### config.mk
export PLATFORM = sky130hd
export DESIGN_NAME = rx_word_packer
export DESIGN_NICKNAME = d
export VERILOG_FILES = /design/src/rtl/rx_word_packer.sv
export SDC_FILE = /design/constraint.sdc
export NUM_CORES = 1
export LEC_CHECK = 0
export BUFFER_PORTS_ARGS = -buffer_cell sky130_fd_sc_hd__buf_2
export CORE_ASPECT_RATIO = 1.2
export CORE_UTILIZATION = 51
export CTS_BUF_LIST = sky130_fd_sc_hd__clkbuf_16
export CTS_CLUSTER_SIZE = 16
export DETAILED_ROUTE_END_ITERATION = 16
export HOLD_SLACK_MARGIN = 0.1
export PLACE_DENSITY = 0.86
export SYNTH_ARGS = -nofsm -noshare
export SYNTH_HDL_FRONTEND = slang
export SYNTH_SLANG_ARGS = --single-unit
### constraint.sdc
create_clock -name clk -period 2.12 [get_ports clk]
set_clock_uncertainty 0.15 [all_clocks]
set_input_delay 0.318 -clock clk [delete_from_list [all_inputs] [get_ports clk]]
set_output_delay 0.318 -clock clk [all_outputs]
set_load 0.1 [all_outputs]
### src/rtl/rx_word_packer.sv
// Packs an RX byte stream into little-endian NBYTES-wide words behind a one-word output slot.
// Optional idle-timeout flush of partial words is enabled with RX_PACK_TIMEOUT_EN.
module rx_word_packer #(
  parameter int NBYTES         = 4,
  parameter int TIMEOUT_CYCLES = 1024
) (
  input  logic                        clk,
  input  logic                        rst,
  input  logic                        in_valid,
  output logic                        in_ready,
  input  logic [7:0]                  in_data,
  output logic                        out_valid,
  input  logic                        out_ready,
  output logic [8*NBYTES-1:0]         out_data,
  output logic [$clog2(NBYTES+1)-1:0] out_count
);

  localparam int            CW   = $clog2(NBYTES+1);
  localparam logic [CW-1:0] LAST = CW'(NBYTES-1);
  localparam logic [CW-1:0] FULL = CW'(NBYTES);

  logic [8*NBYTES-1:0] pack_r;
  logic [8*NBYTES-1:0] pack_s;
  logic [CW-1:0]       cnt_r;
  logic                out_valid_r;
  logic [8*NBYTES-1:0] out_data_r;
  logic [CW-1:0]       out_count_r;

  logic last_s;
  logic accept_s;
  logic drain_s;
  logic complete_s;
  logic flush_s;

  assign last_s     = (cnt_r == LAST);
  // Only the word-completing byte can be refused, and only while the slot cannot empty.
  assign in_ready   = !(last_s && out_valid_r && !out_ready);
  assign accept_s   = in_valid && in_ready;
  assign drain_s    = out_valid_r && out_ready;
  assign complete_s = accept_s && last_s;

  assign out_valid  = out_valid_r;
  assign out_data   = out_data_r;
  assign out_count  = out_count_r;

`ifdef RX_PACK_TIMEOUT_EN
  localparam int            TW   = $clog2(TIMEOUT_CYCLES+1);
  localparam logic [TW-1:0] TMAX = TW'(TIMEOUT_CYCLES);
  localparam logic [TW-1:0] TEXP = TW'(TIMEOUT_CYCLES-1);

  logic [TW-1:0] timer_r;
  logic          idle_s;

  // The TIMEOUT_CYCLES-th idle cycle is the expiry cycle; a byte arriving then wins.
  assign idle_s  = (cnt_r != '0) && !accept_s;
  assign flush_s = idle_s && (timer_r >= TEXP) && (!out_valid_r || out_ready);

  // Idle timer: clears on accept, empty word or flush; saturates while the slot is blocked.
  always_ff @(posedge clk or negedge rst) begin
    if (!rst) begin
      timer_r <= '0;
    end else if (!idle_s || flush_s) begin
      timer_r <= '0;
    end else if (timer_r != TMAX) begin
      timer_r <= timer_r + TW'(1);
    end else begin
      timer_r <= timer_r;
    end
  end
`else
  localparam logic TIMEOUT_OK = (TIMEOUT_CYCLES >= 1);

  assign flush_s = TIMEOUT_OK & 1'b0;
`endif

  // Pack register with the incoming byte merged at the current byte lane.
  always_comb begin
    pack_s = pack_r;
    if (accept_s) begin
      pack_s[8*cnt_r +: 8] = in_data;
    end else begin
      pack_s = pack_r;
    end
  end

  // Byte counter, pack register and output slot.
  always_ff @(posedge clk or negedge rst) begin
    if (!rst) begin
      pack_r      <= '0;
      cnt_r       <= '0;
      out_valid_r <= 1'b0;
      out_data_r  <= '0;
      out_count_r <= '0;
    end else if (complete_s || flush_s) begin
      out_valid_r <= 1'b1;
      out_data_r  <= pack_s;
      out_count_r <= complete_s ? FULL : cnt_r;
      cnt_r       <= '0;
      pack_r      <= '0;
    end else begin
      if (drain_s) begin
        out_valid_r <= 1'b0;
      end
      if (accept_s) begin
        pack_r <= pack_s;
        cnt_r  <= cnt_r + CW'(1);
      end
    end
  end

endmodule

==> results.md <==
* Post-Syn Area per Cell at 10.9 µm²
* CTS tree: built
* Final net count at 350
* Routed WL at 6950 µm
* Total negative setup slack at 0 ns
* Io pins at 49
* CTS root buf: clkbuf_16
* Seq/Total Area, Yosys at 54.5%
* Final Hold Fails at 0
* Critical Path End Type: register
* Num rows at 31
* CP Launch Type: register
* Vias in the first global route at 2256
* Number of remaining DRC errors at 0
* TritonRoute pass-1 iters at 4
* Pin count of the biggest net entering global routing at 52
* Synthesized area at 3170 µm²
* Htree depth at 3
* Initial DRC Count at 155
* Detailed placement HPWL at 4740 µm
* Max FO, Critical Path at 45
* Routed vias/inst at 5.81
* Final period utilization at 97.5%
* First-pass GRT wire length at 11200 µm
* Clock slew at the register clock pins of the worst setup and hold paths at 0.06 ns
* PortBufs at 46
* Yosys warnings at 0
* Die H at 88.4 µm
* Final Slew Violations at 0
* Initial Util at 52.7%
* GPL Wtd Cong at 0.821
* CP Data Required Time at 2.20 ns
* Routed wire per std cell at 16.5 µm
* Final setup viols at 0
* Leading cell type in the layout, fill and taps excluded: dfrtp_1
* ANT cells at 0
* Yosys reg bits at 69
* Total GRT Usage at 23.3%
* Fmax at 484 MHz
* Syn Inst Count at 291
* TritonCTS Buffers at 9
* MaxCap Viol Count at 0
* Tmin final at 2.07 ns
* Layout cells sized above 1 at 27.6%
* Initial antenna violation count at 0
* Area Growth Syn to Fin at 20.6%
* Clock Sinks at 69
* Critical path arrival at 2.15 ns
* Setup CP Type: reg2reg
* Worst-skew pair later-pin latency at 0.32 ns
* Placeable Area at 6010 µm²
* Min-Delay Path Class: in2reg
* Die span in x at 74.0 µm
* Clock Tree Buf Depth at 2
* Most frequent cells in the layout: 68 x dfrtp_1, 45 x buf_2, 41 x nand2_1
* Die area at 6540 µm²
* Detail Route Antenna Nets at 0
* Status: finished, final reports clean
* Grt ovf at 0
* Distinct cell type count after synthesis at 35
* Unrepaired setup endpoints after global routing: true
* Vias at 2453
registers in the layout, indices dropped and copies added (netlist names):
register,count
pack_r,32
out_valid,1
out_data,32
cnt_r,3
out_count,1
metal layers:
layer	global-route usage [%]	wire [µm]	vias up	share of wire (%)
met5	0	0	-	0
met4	8.92	114	0	1.6
met3	5.47	344	14	5.0
met2	39.1	3610	69	52
met1	29.0	2880	1234	41
li1	-	-	1136	-
cells in the mapped netlist:
cell type  number  area share (%)
buf_6           5             1.8
conb_1          1            0.12
o211ai_1        6             1.4
nor2b_1         1            0.20
ha_1            3             1.2
a31o_2          1            0.28
o21ai_1        14             2.2
buf_4           7             1.7
nand4bb_4       1            0.87
o21ai_0         2            0.32
o21ai_2         2            0.55
a31oi_1         8             1.6
inv_1           2            0.24
dfrtp_1        69              54
a21oi_1        12             1.9
nand2b_1        3            0.59
and4bb_1        2            0.79
clkbuf_1       10             1.2
nand3_1        19             3.0
nor2_2          1            0.20
a32o_1         19             6.0
nand3_2         3            0.95
nand2_2         1            0.20
buf_2           8             1.3
nand2_1        41             4.9
nor2_4          1            0.36
a22o_1          8             2.2
and3_1          4            0.79
nor2_1         14             1.7
o21ai_4         1            0.51
and2_1          1            0.20
inv_2           1            0.12
mux2i_1        18             5.7
and4b_1         1            0.32
nor4_2          1            0.39
layout make-up:
| class | count | area (µm²) |
|---|---|---|
| multi-input cells | 190 | 1280 |
| repair buffers | 62 | 405 |
| flip-flops and latches | 69 | 1730 |
| clock buffers | 9 | 225 |
| clock inverters | 7 | 66.3 |
| fillers | 467 | 2190 |
| inverters | 3 | 11.3 |
| well taps | 82 | 103 |
cells by family after synthesis:
logic type | share of synthesized area, %
AND/OR/NAND/NOR | 15.4
multiplexers | 5.68
buffers and inverters | 6.24
other | 0.118
adder cells (fa/ha/maj) | 1.18
flip-flops | 54.5
AO/OA/AOI/OAI | 17.0
per-stage QoR:
step                      hold slack (ns)  instance area, µm²  cells  util (%)  setup slack [ns]
after CTS                           0.147                3800    420      63.2            0.0494
after global placement              0.137                3500    403      58.2             0.123
after floorplan                    -0.128                3210    292         -           -0.0311
after global routing                0.174                3820    422      63.6           -0.0562
final                               0.146                3820    422      63.6            0.0534
after detailed placement            0.139                3500    403      58.2            0.0532
worst paths after layout:
path / end / slack [ns] / depth (start not counted) / start
worst max register to register: out_data[26] / 0.05 / 7 / cnt_r[0]
worst min-delay path: out_valid / 0.15 / 3 / out_ready
min in group asynchronous: out_data[29] / 0.32 / 2 / rst
max in group asynchronous: pack_r[20] / 0.89 / 3 / rst
worst min register to register: out_count[2] / 0.31 / 1 / out_count[2]
worst max-delay path: out_data[26] / 0.05 / 7 / cnt_r[0]
what timing repair did:
action,CTS,global route
endpoints found under the hold margin,18,0
resized for setup,0,2
hold buffers,1,0
buffers inserted,0,2
endpoints found under the setup margin,0,29
worst max-delay path, stage by stage (launching register included):
cell	delay, ns
dfrtp_1	0.36
buf_4	0.19
ha_1	0.28
nor2b_1	0.19
and3_1	0.22
buf_12	0.21
nand3_1	0.12
o211ai_1	0.21
Power is left out: the tool's default activity adds up to more than one toggle a clock period on the data nets, which glitch-free logic cannot reach.
